--- config.mk ---
export PLATFORM = sky130hd
export DESIGN_NAME = packet_tx_framer
export DESIGN_NICKNAME = d
export VERILOG_FILES = /design/src/rtl/packet_pkg.sv /design/src/rtl/tx_fifo.sv /design/src/rtl/packet_tx_framer.sv
export SDC_FILE = /design/constraint.sdc
export NUM_CORES = 1
export LEC_CHECK = 0
export CELL_PAD_IN_SITES_DETAIL_PLACEMENT = 1
export CELL_PAD_IN_SITES_GLOBAL_PLACEMENT = 1
export CORE_MARGIN = 3
export CORE_UTILIZATION = 44
export DETAILED_ROUTE_END_ITERATION = 7
export PLACE_DENSITY = 0.83
export SETUP_SLACK_MARGIN = 0.15
export SLEW_MARGIN = 20
export SYNTH_ARGS = -nofsm -noshare
export SYNTH_HDL_FRONTEND = slang
export SYNTH_HIERARCHICAL = 1
export SYNTH_SLANG_ARGS = --single-unit
--- constraint.sdc ---
create_clock -name clk -period 3.5 [get_ports clk]
set_input_delay 0.35 -clock clk [delete_from_list [all_inputs] [get_ports clk]]
set_output_delay 0.35 -clock clk [all_outputs]
set_load 0.02 [all_outputs]
--- src/rtl/packet_pkg.sv ---
// Shared types and helpers for the packet transmit framer.
// Packets are two 16-bit halves packed into one 32-bit channel word.
package packet_pkg;

    localparam int unsigned PKT_W  = 32;
    localparam int unsigned NODE_W = 16;

    localparam logic [PKT_W-1:0] IDLE_PKT = '0;

    typedef enum logic [2:0] {
        IDLE,
        CTRL,
        GAP,
        DATA,
        TAIL
    } tx_state_t;

    function automatic logic [PKT_W-1:0] pack16(input logic [NODE_W-1:0] hi,
                                                input logic [NODE_W-1:0] lo);
        return {hi, lo};
    endfunction

    function automatic logic [NODE_W-1:0] pkt_hi(input logic [PKT_W-1:0] pkt);
        return pkt[PKT_W-1:NODE_W];
    endfunction

    function automatic logic [NODE_W-1:0] pkt_lo(input logic [PKT_W-1:0] pkt);
        return pkt[NODE_W-1:0];
    endfunction

endpackage

--- src/rtl/tx_fifo.sv ---
// Synchronous payload FIFO with occupancy count; DEPTH must be a power of two.
// Writes when full and reads when empty are dropped.
module tx_fifo #(
    parameter int unsigned DEPTH = 8,
    parameter int unsigned WIDTH = 16,
    localparam int unsigned AW = $clog2(DEPTH)
) (
    input  logic             clk,
    input  logic             rst,
    input  logic             wr_en,
    input  logic [WIDTH-1:0] wr_data,
    input  logic             rd_en,
    output logic [WIDTH-1:0] rd_data,
    output logic             full,
    output logic [AW:0]      count
);

    localparam logic [AW:0]   FULL_CNT = (AW + 1)'(DEPTH);
    localparam logic [AW:0]   CNT_ONE  = (AW + 1)'(1);
    localparam logic [AW-1:0] PTR_ONE  = AW'(1);

    logic [WIDTH-1:0] mem [DEPTH];
    logic [AW-1:0]    wr_ptr_q, rd_ptr_q;
    logic [AW:0]      count_q;
    logic             wr_fire, rd_fire;

    assign full    = (count_q == FULL_CNT);
    assign count   = count_q;
    assign rd_data = mem[rd_ptr_q];

    assign wr_fire = wr_en && !full;
    assign rd_fire = rd_en && (count_q != '0);

    // Pointers wrap naturally because DEPTH is a power of two.
    always_ff @(posedge clk or negedge rst) begin
        if (!rst) begin
            wr_ptr_q <= '0;
            rd_ptr_q <= '0;
            count_q  <= '0;
        end else begin
            if (wr_fire) begin
                wr_ptr_q <= wr_ptr_q + PTR_ONE;
            end
            if (rd_fire) begin
                rd_ptr_q <= rd_ptr_q + PTR_ONE;
            end
            if (wr_fire && !rd_fire) begin
                count_q <= count_q + CNT_ONE;
            end else if (rd_fire && !wr_fire) begin
                count_q <= count_q - CNT_ONE;
            end
        end
    end

    always_ff @(posedge clk) begin
        if (wr_fire) begin
            mem[wr_ptr_q] <= wr_data;
        end
    end

endmodule

--- src/rtl/packet_tx_framer.sv ---
// Frames buffered payload words into a control word, a gap, a data burst and a tail.
// Requests are validated against the network size and buffered payload before launch.
module packet_tx_framer
    import packet_pkg::*;
#(
    parameter int unsigned FIFO_DEPTH = 8
) (
    input  logic              clk,
    input  logic              rst,
    input  logic [NODE_W-1:0] node_id,
    input  logic [NODE_W-1:0] max_node,
    input  logic              wr_valid,
    input  logic [NODE_W-1:0] wr_data,
    output logic              wr_ready,
    input  logic              send_valid,
    input  logic [NODE_W-1:0] send_dest,
    input  logic [NODE_W-1:0] send_len,
    output logic              send_ready,
    output logic [PKT_W-1:0]  control_tx_packet,
    output logic [PKT_W-1:0]  data_tx_packet,
    output logic              done,
    output logic              err
);

    localparam int unsigned       CW      = $clog2(FIFO_DEPTH) + 1;
    localparam logic [NODE_W-1:0] LEN_MAX = NODE_W'(FIFO_DEPTH);
    localparam logic [NODE_W-1:0] LEN_ONE = NODE_W'(1);

    tx_state_t         state_q, state_d;
    logic [NODE_W-1:0] dest_q, dest_d;
    logic [NODE_W-1:0] len_q, len_d;
    logic [NODE_W-1:0] cnt_q, cnt_d;
    logic              err_q, err_d;
    logic              live_q;

    logic              pop;
    logic              fifo_full;
    logic [CW-1:0]     fifo_count;
    logic [NODE_W-1:0] fifo_head;
    logic [NODE_W-1:0] fifo_level;

    logic signed [NODE_W-1:0] dest_s, max_s;
    logic              accept, req_ok;

    tx_fifo #(
        .DEPTH (FIFO_DEPTH),
        .WIDTH (NODE_W)
    ) u_fifo (
        .clk     (clk),
        .rst     (rst),
        .wr_en   (wr_valid && wr_ready),
        .wr_data (wr_data),
        .rd_en   (pop),
        .rd_data (fifo_head),
        .full    (fifo_full),
        .count   (fifo_count)
    );

    // live_q keeps both ready outputs low through reset and for the release cycle.
    assign wr_ready   = live_q && !fifo_full;
    assign send_ready = live_q && (state_q == IDLE);
    assign accept     = send_valid && send_ready;

    assign fifo_level = NODE_W'(fifo_count);
    assign dest_s     = send_dest;
    assign max_s      = max_node;

    // Node ids are signed; the length is unsigned.
    assign req_ok = (dest_s > 16'sd0) &&
                    (dest_s < max_s) &&
                    (send_dest != node_id) &&
                    (node_id != '0) &&
                    (send_len != '0) &&
                    (send_len <= LEN_MAX) &&
                    (fifo_level >= send_len);

    always_comb begin
        state_d = state_q;
        dest_d  = dest_q;
        len_d   = len_q;
        cnt_d   = cnt_q;
        err_d   = 1'b0;
        pop     = 1'b0;
        unique case (state_q)
            IDLE: begin
                if (accept) begin
                    if (req_ok) begin
                        dest_d  = send_dest;
                        len_d   = send_len;
                        state_d = CTRL;
                    end else begin
                        err_d = 1'b1;
                    end
                end
            end
            CTRL: begin
                state_d = GAP;
            end
            GAP: begin
                cnt_d   = len_q;
                state_d = DATA;
            end
            DATA: begin
                pop = 1'b1;
                if (cnt_q == LEN_ONE) begin
                    state_d = TAIL;
                end else begin
                    cnt_d = cnt_q - LEN_ONE;
                end
            end
            TAIL: begin
                state_d = IDLE;
            end
            default: begin
                state_d = IDLE;
            end
        endcase
    end

    always_ff @(posedge clk or negedge rst) begin
        if (!rst) begin
            state_q <= IDLE;
            dest_q  <= '0;
            len_q   <= '0;
            cnt_q   <= '0;
            err_q   <= 1'b0;
            live_q  <= 1'b0;
        end else begin
            state_q <= state_d;
            dest_q  <= dest_d;
            len_q   <= len_d;
            cnt_q   <= cnt_d;
            err_q   <= err_d;
            live_q  <= 1'b1;
        end
    end

    // Outputs decode straight from state so an asynchronous reset clears them at once.
    always_comb begin
        control_tx_packet = IDLE_PKT;
        data_tx_packet    = IDLE_PKT;
        if (state_q == CTRL) begin
            control_tx_packet = pack16(dest_q, len_q);
        end
        if (state_q == DATA) begin
            data_tx_packet = pack16(node_id, fifo_head);
        end
    end

    assign done = (state_q == TAIL);
    assign err  = err_q;

endmodule

==> reports/metrics.yaml, run 1 <==
timing:
  worst_slew_pin_slew_ns: 0.967
  finalCritPeriodShare_pct: 92.0
  relSlewSlack_pct: 35.5
  period_needed_ns: 3.22
  hold_slack_ns: 0.0719
  fmax_mhz: 311
  setup-violations-final: 0
  finalSetupTns_ns: 0
  setup_slack_ns: 0.280
  hold_violations: 0
  skew_ns: 0.0193
  slew_viol_final: 0
  rsz0062_at_grt: "true"
setup_path:
  cp.arrival_ns: 3.53
  worstPathMaxFanout: 7
  critPathKind: "reg2reg"
  ff2ff_path_depth: 12
  r2r-start: "u_fifo/count[0]"
  cp.required_ns: 3.81
  endpoint_kind: "flop"
  startpoint_type: "flop"
  r2r_end: "u_fifo/count[3]"
  r2r_slack_ns: 0.28
global_routing:
  grt_max_degree: 40
  grt_first_pass_wirelength_mm: 38.5
  global_route.overflow_total: 0
  first_global_vias: 6618
  grtUsageTotal_pct: 22.8
  antenna_found_initial: 1
layout:
  final_cells: 1084
  layout_commonest_cell: "clkdlybuf4s50_1"
  syn_to_final_growth_pct: 27.2
  final_cell_mix: "clkdlybuf4s50_1, edfxtp_1, and2_1"
  fin_nets: 912
  diodes: 0
  drive_gt1_share_pct: 14.0
detailed_routing:
  first_pass_iters: 4
  drtIter0Drc: 271
  wl_per_cell_um: 23.0
  wl_mm: 24.9
  drc: 0
  vias_per_cell: 5.57
  ant_nets: 0
  vias: 6034
pwr:
  power_density_nw_per_um2: 598
  p_sw_share_pct: 31.3
  power.switching_uw: 2180
  pwr-share-clk_pct: 28.5
  vdd.ir_drop.worst_mv: 0.728
  leakagePower_uw: 0.00443
  p_seq_share_pct: 39.7
  intPower_uw: 4780
  p_comb_share_pct: 31.8
  total_power_uw: 6960
logic_synthesis:
  synthArstFlopShare_pct: 33.0
  seq_area_frac_synth_pct: 59.2
  synth_edf_count: 128
  synthCells: 638
  netlist_area_um2: 9150
  synth_cell_types: 52
  yosys_register_bits: 191
  yosysWarnings: 6
  synth_ff_type: "edfxtp_1"
  syn_nets: 749
  syn_avg_cell_area_um2: 14.3
placement:
  hpwl_mm: 17.6
  port_buffers: 151
  place_ws_ns: 0.235
  placedCellCount: 1052
  place_congestion: 0.832
die:
  num_rows: 52
  die_y_um: 150
  ios: 152
  die_area_um2: 22600
  core_area_um2: 20300
  start_util_pct: 45.1
  fp.dieW_um: 150
clock_network:
  cts_num_sinks: 191
  path_clk_slew_ns: 0.07
  cts_max_path_buffers: 2
  cts_root_buf: "clkbuf_16"
  htree_levels: 4
  cts_hold_buffers: 0
  cts_tree: "yes"
  cts_buffers: 17
  clk_latency_ns: 0.45
hold_path:
  min_path_type: "in2async"
job:
  cap_violations: 0
outcome:
  status: "finished, final reports clean"
[how the worst max path moves through the flow]
stage | slack, ns | to | start | cells past startpoint
3_5_place_dp | 0.23 | u_fifo/count[3] | u_fifo/count[0] | 12
2_1_floorplan | 0.45 | u_fifo/count[3] | u_fifo/count[0] | 12
3_3_place_gp | 0.44 | len_q[2] | send_dest[11] | 9
5_1_grt | 0.09 | u_fifo/count[3] | u_fifo/count[0] | 12
4_1_cts | 0.15 | data_tx_packet[3] | u_fifo/rd_ptr_q[0] | 5
6_report | 0.28 | u_fifo/count[3] | u_fifo/count[0] | 12
[cell type report]
type                       count  area (um^2)
inverter                      27          101
multi-input combinational    391         3480
timing repair buffer         173         1680
clock inverter                14          179
tap                          270          338
sequential                   191         5420
clock buffer                  18          429
fill                        1984         8660
[per-stage QoR]
stage	area [um^2]	utilization, %
2_1_floorplan	9150	-
3_3_place_gp	11000	54.3
3_5_place_dp	11000	54.3
4_1_cts	11600	57.3
5_1_grt	11600	57.3
6_report	11600	57.3
[sequential cells by signal (all words and copies together), names as in the netlist]
register,count
state_q,3
u_fifo/count,4
u_fifo/mem,128
err,1
cnt_q,16
u_fifo/wr_ptr_q,3
u_fifo/rd_ptr_q,3
len_q,16
live_q,1
dest_q,16
[power by group through the flow]
stage	Combinational, uW	Clock (uW)	Sequential, uW
global route	2380	2110	2780
floorplan	1410	0	2730
global placement	2080	0	2770
finish	2210	1990	2760
CTS	2240	2020	2760
detailed placement	2200	0	2800
[layer usage]
layer | routed length (um) | global-route usage, % | up-vias
li1 | - | - | 2736
met1 | 10000 | 27.1 | 3095
met2 | 13400 | 41.6 | 162
met3 | 939 | 4.24 | 39
met4 | 487 | 7.46 | 2
met5 | 13 | 0 | -
[what timing repair did]
| action | CTS | global route |
|---|---|---|
| endpoints found under the setup margin | 0 | 14 |
| gates resized for setup | 0 | 4 |
| hold endpoints to repair | 0 | 0 |
| buffers inserted | 0 | 0 |
[Yosys cell counts, types with 2 or more instances]
cell / count / area share [%]
nand2b_1: 6 / 0.41
or4_1: 2 / 0.16
mux4_1: 25 / 7.2
edfxtp_1: 128 / 42
a2111o_1: 2 / 0.25
dfrtp_1: 63 / 17
nor2_1: 30 / 1.2
a21o_1: 3 / 0.25
mux4_2: 7 / 1.7
nor3b_1: 3 / 0.25
clkbuf_1: 20 / 0.82
nand3b_1: 4 / 0.33
and2_1: 78 / 5.3
a211oi_1: 2 / 0.16
o211ai_1: 2 / 0.16
a22oi_1: 5 / 0.41
nand2_1: 11 / 0.45
mux2_4: 16 / 2.6
ha_1: 26 / 3.6
and3_1: 2 / 0.14
xnor2_1: 6 / 0.57
o21a_1: 4 / 0.33
a31oi_1: 7 / 0.48
nor3_1: 14 / 0.77
xor2_1: 17 / 1.6
buf_6: 6 / 0.74
a32oi_1: 2 / 0.19
a21oi_1: 19 / 1.0
inv_1: 27 / 1.1
mux2_2: 22 / 2.7
buf_2: 3 / 0.16
o21ba_2: 2 / 0.22
or3_1: 3 / 0.21
nor4_1: 17 / 1.2
nand3_1: 7 / 0.38
o22a_1: 2 / 0.19
o21ai_0: 24 / 1.3
nand4_1: 7 / 0.48
[kinds of logic (layout without fill, tap and decap cells)]
logic type	after synthesis	in the layout	share of synthesized area, %
other	1	1	0.0410
buffers and inverters	56	232	2.83
XOR/XNOR	23	23	2.20
AND/OR/NAND/NOR	189	189	11.8
adder cells (fa/ha/maj)	27	27	3.77
flip-flops	191	191	59.2
multiplexers	71	71	14.3
AO/OA/AOI/OAI	80	80	5.72
[critical path: stages (launching register included)]
cell and delay (ns):
dfrtp_2 0.49, or4b_4 0.60, inv_1 0.08, nor2b_1 0.05
and2_1 0.20, nand2_1 0.13, inv_1 0.06, ha_1 0.28
inv_2 0.13, ha_1 0.30, or4_1 0.55, o211ai_1 0.13
o211ai_1 0.10
Power figures use the tool's default switching activity.
==> inputs of run 2 (changes only) <==
--- a/config.mk
+++ b/config.mk
@@ -5,12 +5,10 @@
 export SDC_FILE = /design/constraint.sdc
 export NUM_CORES = 1
 export LEC_CHECK = 0
-export CELL_PAD_IN_SITES_DETAIL_PLACEMENT = 1
-export CELL_PAD_IN_SITES_GLOBAL_PLACEMENT = 1
 export CORE_MARGIN = 3
-export CORE_UTILIZATION = 44
+export CORE_UTILIZATION = 50
 export DETAILED_ROUTE_END_ITERATION = 7
-export PLACE_DENSITY = 0.83
+export PLACE_DENSITY = 0.79
 export SETUP_SLACK_MARGIN = 0.15
 export SLEW_MARGIN = 20
 export SYNTH_ARGS = -nofsm -noshare
==> constraint.sdc (replaced) <==
create_clock -name clk -period 3.8 [get_ports clk]
set_input_delay 0.38 -clock clk [delete_from_list [all_inputs] [get_ports clk]]
set_output_delay 0.38 -clock clk [all_outputs]
set_load 0.02 [all_outputs]
==> reports/metrics.yaml, run 2 (synthesis gave the netlist of run 1 again) <==
die:
  ios: 152
  num_rows: 48
  start_util_pct: 52.0
  fp.dieW_um: 141
  core_area_um2: 17600
  die_y_um: 141
  die_area_um2: 20000
clock_network:
  cts_num_sinks: 191
  post_cts_resize_count: 0
  cts_root_buf: "clkbuf_16"
  htree_levels: 4
  path_clk_slew_ns: 0.08
  cts_max_path_buffers: 2
  cts_buffers: 17
  clk_latency_ns: 0.43
  cts_tree: "yes"
  cts_hold_buffers: 0
  cts_setup_buffers: 0
timing:
  slew_viol_final: 0
  finalSetupTns_ns: 0
  fmax_mhz: 303
  hold_violations: 0
  setup-violations-final: 0
  skew_ns: 0.0116
  relSlewSlack_pct: 35.3
  setup_slack_ns: 0.505
  worst_slew_pin_slew_ns: 0.962
  finalCritPeriodShare_pct: 86.7
  period_needed_ns: 3.29
  rsz0062_at_grt: "false"
setup_path:
  critical_path_buf_inv_count: 3
  cp_top_family: "simple AND/OR/NAND/NOR gates"
  r2r_slack_ns: 0.51
  worstPathMaxFanout: 7
  endpoint_kind: "flop"
  path_common_cell: "inv_1"
  cp.required_ns: 4.10
  max_stage_delay_ns: 0.62
  critical_path.cell_chain: "or4b_4 > inv_1 > nor2b_1 > and2_1 > nand2_1 > inv_1 > ha_1 > inv_1 > ha_1 > or4_1 > o211ai_1 > o211ai_1"
  critPathKind: "reg2reg"
  startpoint_type: "flop"
  slowest_stage: "or4b_4"
  cp.arrival_ns: 3.60
layout:
  drive_gt1_share_pct: 13.0
  layout_commonest_cell: "clkdlybuf4s50_1"
  fin_nets: 906
  syn_to_final_growth_pct: 26.2
  diodes: 0
  largest_reg_flops: 128
  regMostFlops: "u_fifo/mem"
  final_cell_mix: "clkdlybuf4s50_1, edfxtp_1, and2_1"
  fillCellCount: 1254
detailed_routing:
  drtIter0Drc: 350
  drc: 0
  ant_nets: 0
  vias_per_cell: 5.74
  wl_mm: 20.9
  first_pass_iters: 4
  wl_per_cell_um: 20.2
  vias: 5934
global_routing:
  antenna_found_initial: 0
  grt_max_degree: 41
  grt_use_met1_pct: 26.4
  first_global_vias: 6059
  grtUsageTotal_pct: 21.1
  gr-usage-met2_pct: 36.9
  global_route.overflow_total: 0
  grt.met3_usage_pct: 5.06
  grt_first_pass_wirelength_mm: 32.4
  grt-busiest-layer: "met2"
hold_path:
  min_path_type: "in2async"
placement:
  hpwl_mm: 14.2
  place_ws_ns: 0.492
  port_buffers: 151
  place_congestion: 0.881
pwr:
  leakagePower_uw: 0.00440
  power_density_nw_per_um2: 544
  vdd.ir_drop.worst_mv: 0.603
job:
  cap_violations: 0
outcome:
  status: "finished, final reports clean"
-- run 2: cell count changes in the layout (fill, tap and decap cells not counted), sizes merged --
cell,delta
clkbuf,-1
buf,-6
inv,-2
clkinv,+3
-- run 2: power breakdown --
group | leakage [uW] | internal [uW] | total [uW] | switching, uW
logic | 0.00216 | 1020 | 1910 | 885
registers | 0.00194 | 2390 | 2550 | 156
clock network | 0.000307 | 961 | 1830 | 867
-- run 2: area by class of cell --
class                   count  area (um^2)  area share [%]
inverters                  27          101           0.878
clock buffers              17          425            3.68
multi-input cells         391         3480            30.2
well taps                 225          282            2.44
flip-flops and latches    191         5420            46.9
clock inverters            15          208            1.80
repair buffers            167         1630            14.1
-- run 2: routing by layer --
layer / share of wire [%] / vias to the layer above / wire (um)
met4: 1.6 / 0 / 341
met5: 0 / - / 0
met2: 52 / 215 / 10800
met3: 6.1 / 30 / 1280
li1: - / 2732 / -
met1: 41 / 2957 / 8490
-- run 2: final timing paths --
check | startpoint | end | depth (start not counted)
setup / recovery | u_fifo/count[0] | u_fifo/count[3] | 12
hold / removal | rst | cnt_q[3] | 1
min in group clk | dest_q[15] | dest_q[15] | 1
setup reg to reg | u_fifo/count[0] | u_fifo/count[3] | 12
hold reg to reg | dest_q[15] | dest_q[15] | 1
max in group asynchronous | rst | dest_q[4] | 2
-- run 2: through the flow --
stage | hold WS [ns] | instances | total power, uW | cell area (um^2) | utilization, %
5_1_grt | 0.132 | 1033 | 6560 | 11500 | 65.6
3_3_place_gp | 0.462 | 1001 | 4420 | 10900 | 62.0
3_5_place_dp | 0.486 | 1001 | 4500 | 10900 | 62.0
4_1_cts | 0.0804 | 1033 | 6340 | 11500 | 65.6
2_1_floorplan | 0.0844 | 638 | 3810 | 9150 | -
6_report | 0.0580 | 1033 | 6280 | 11500 | 65.6
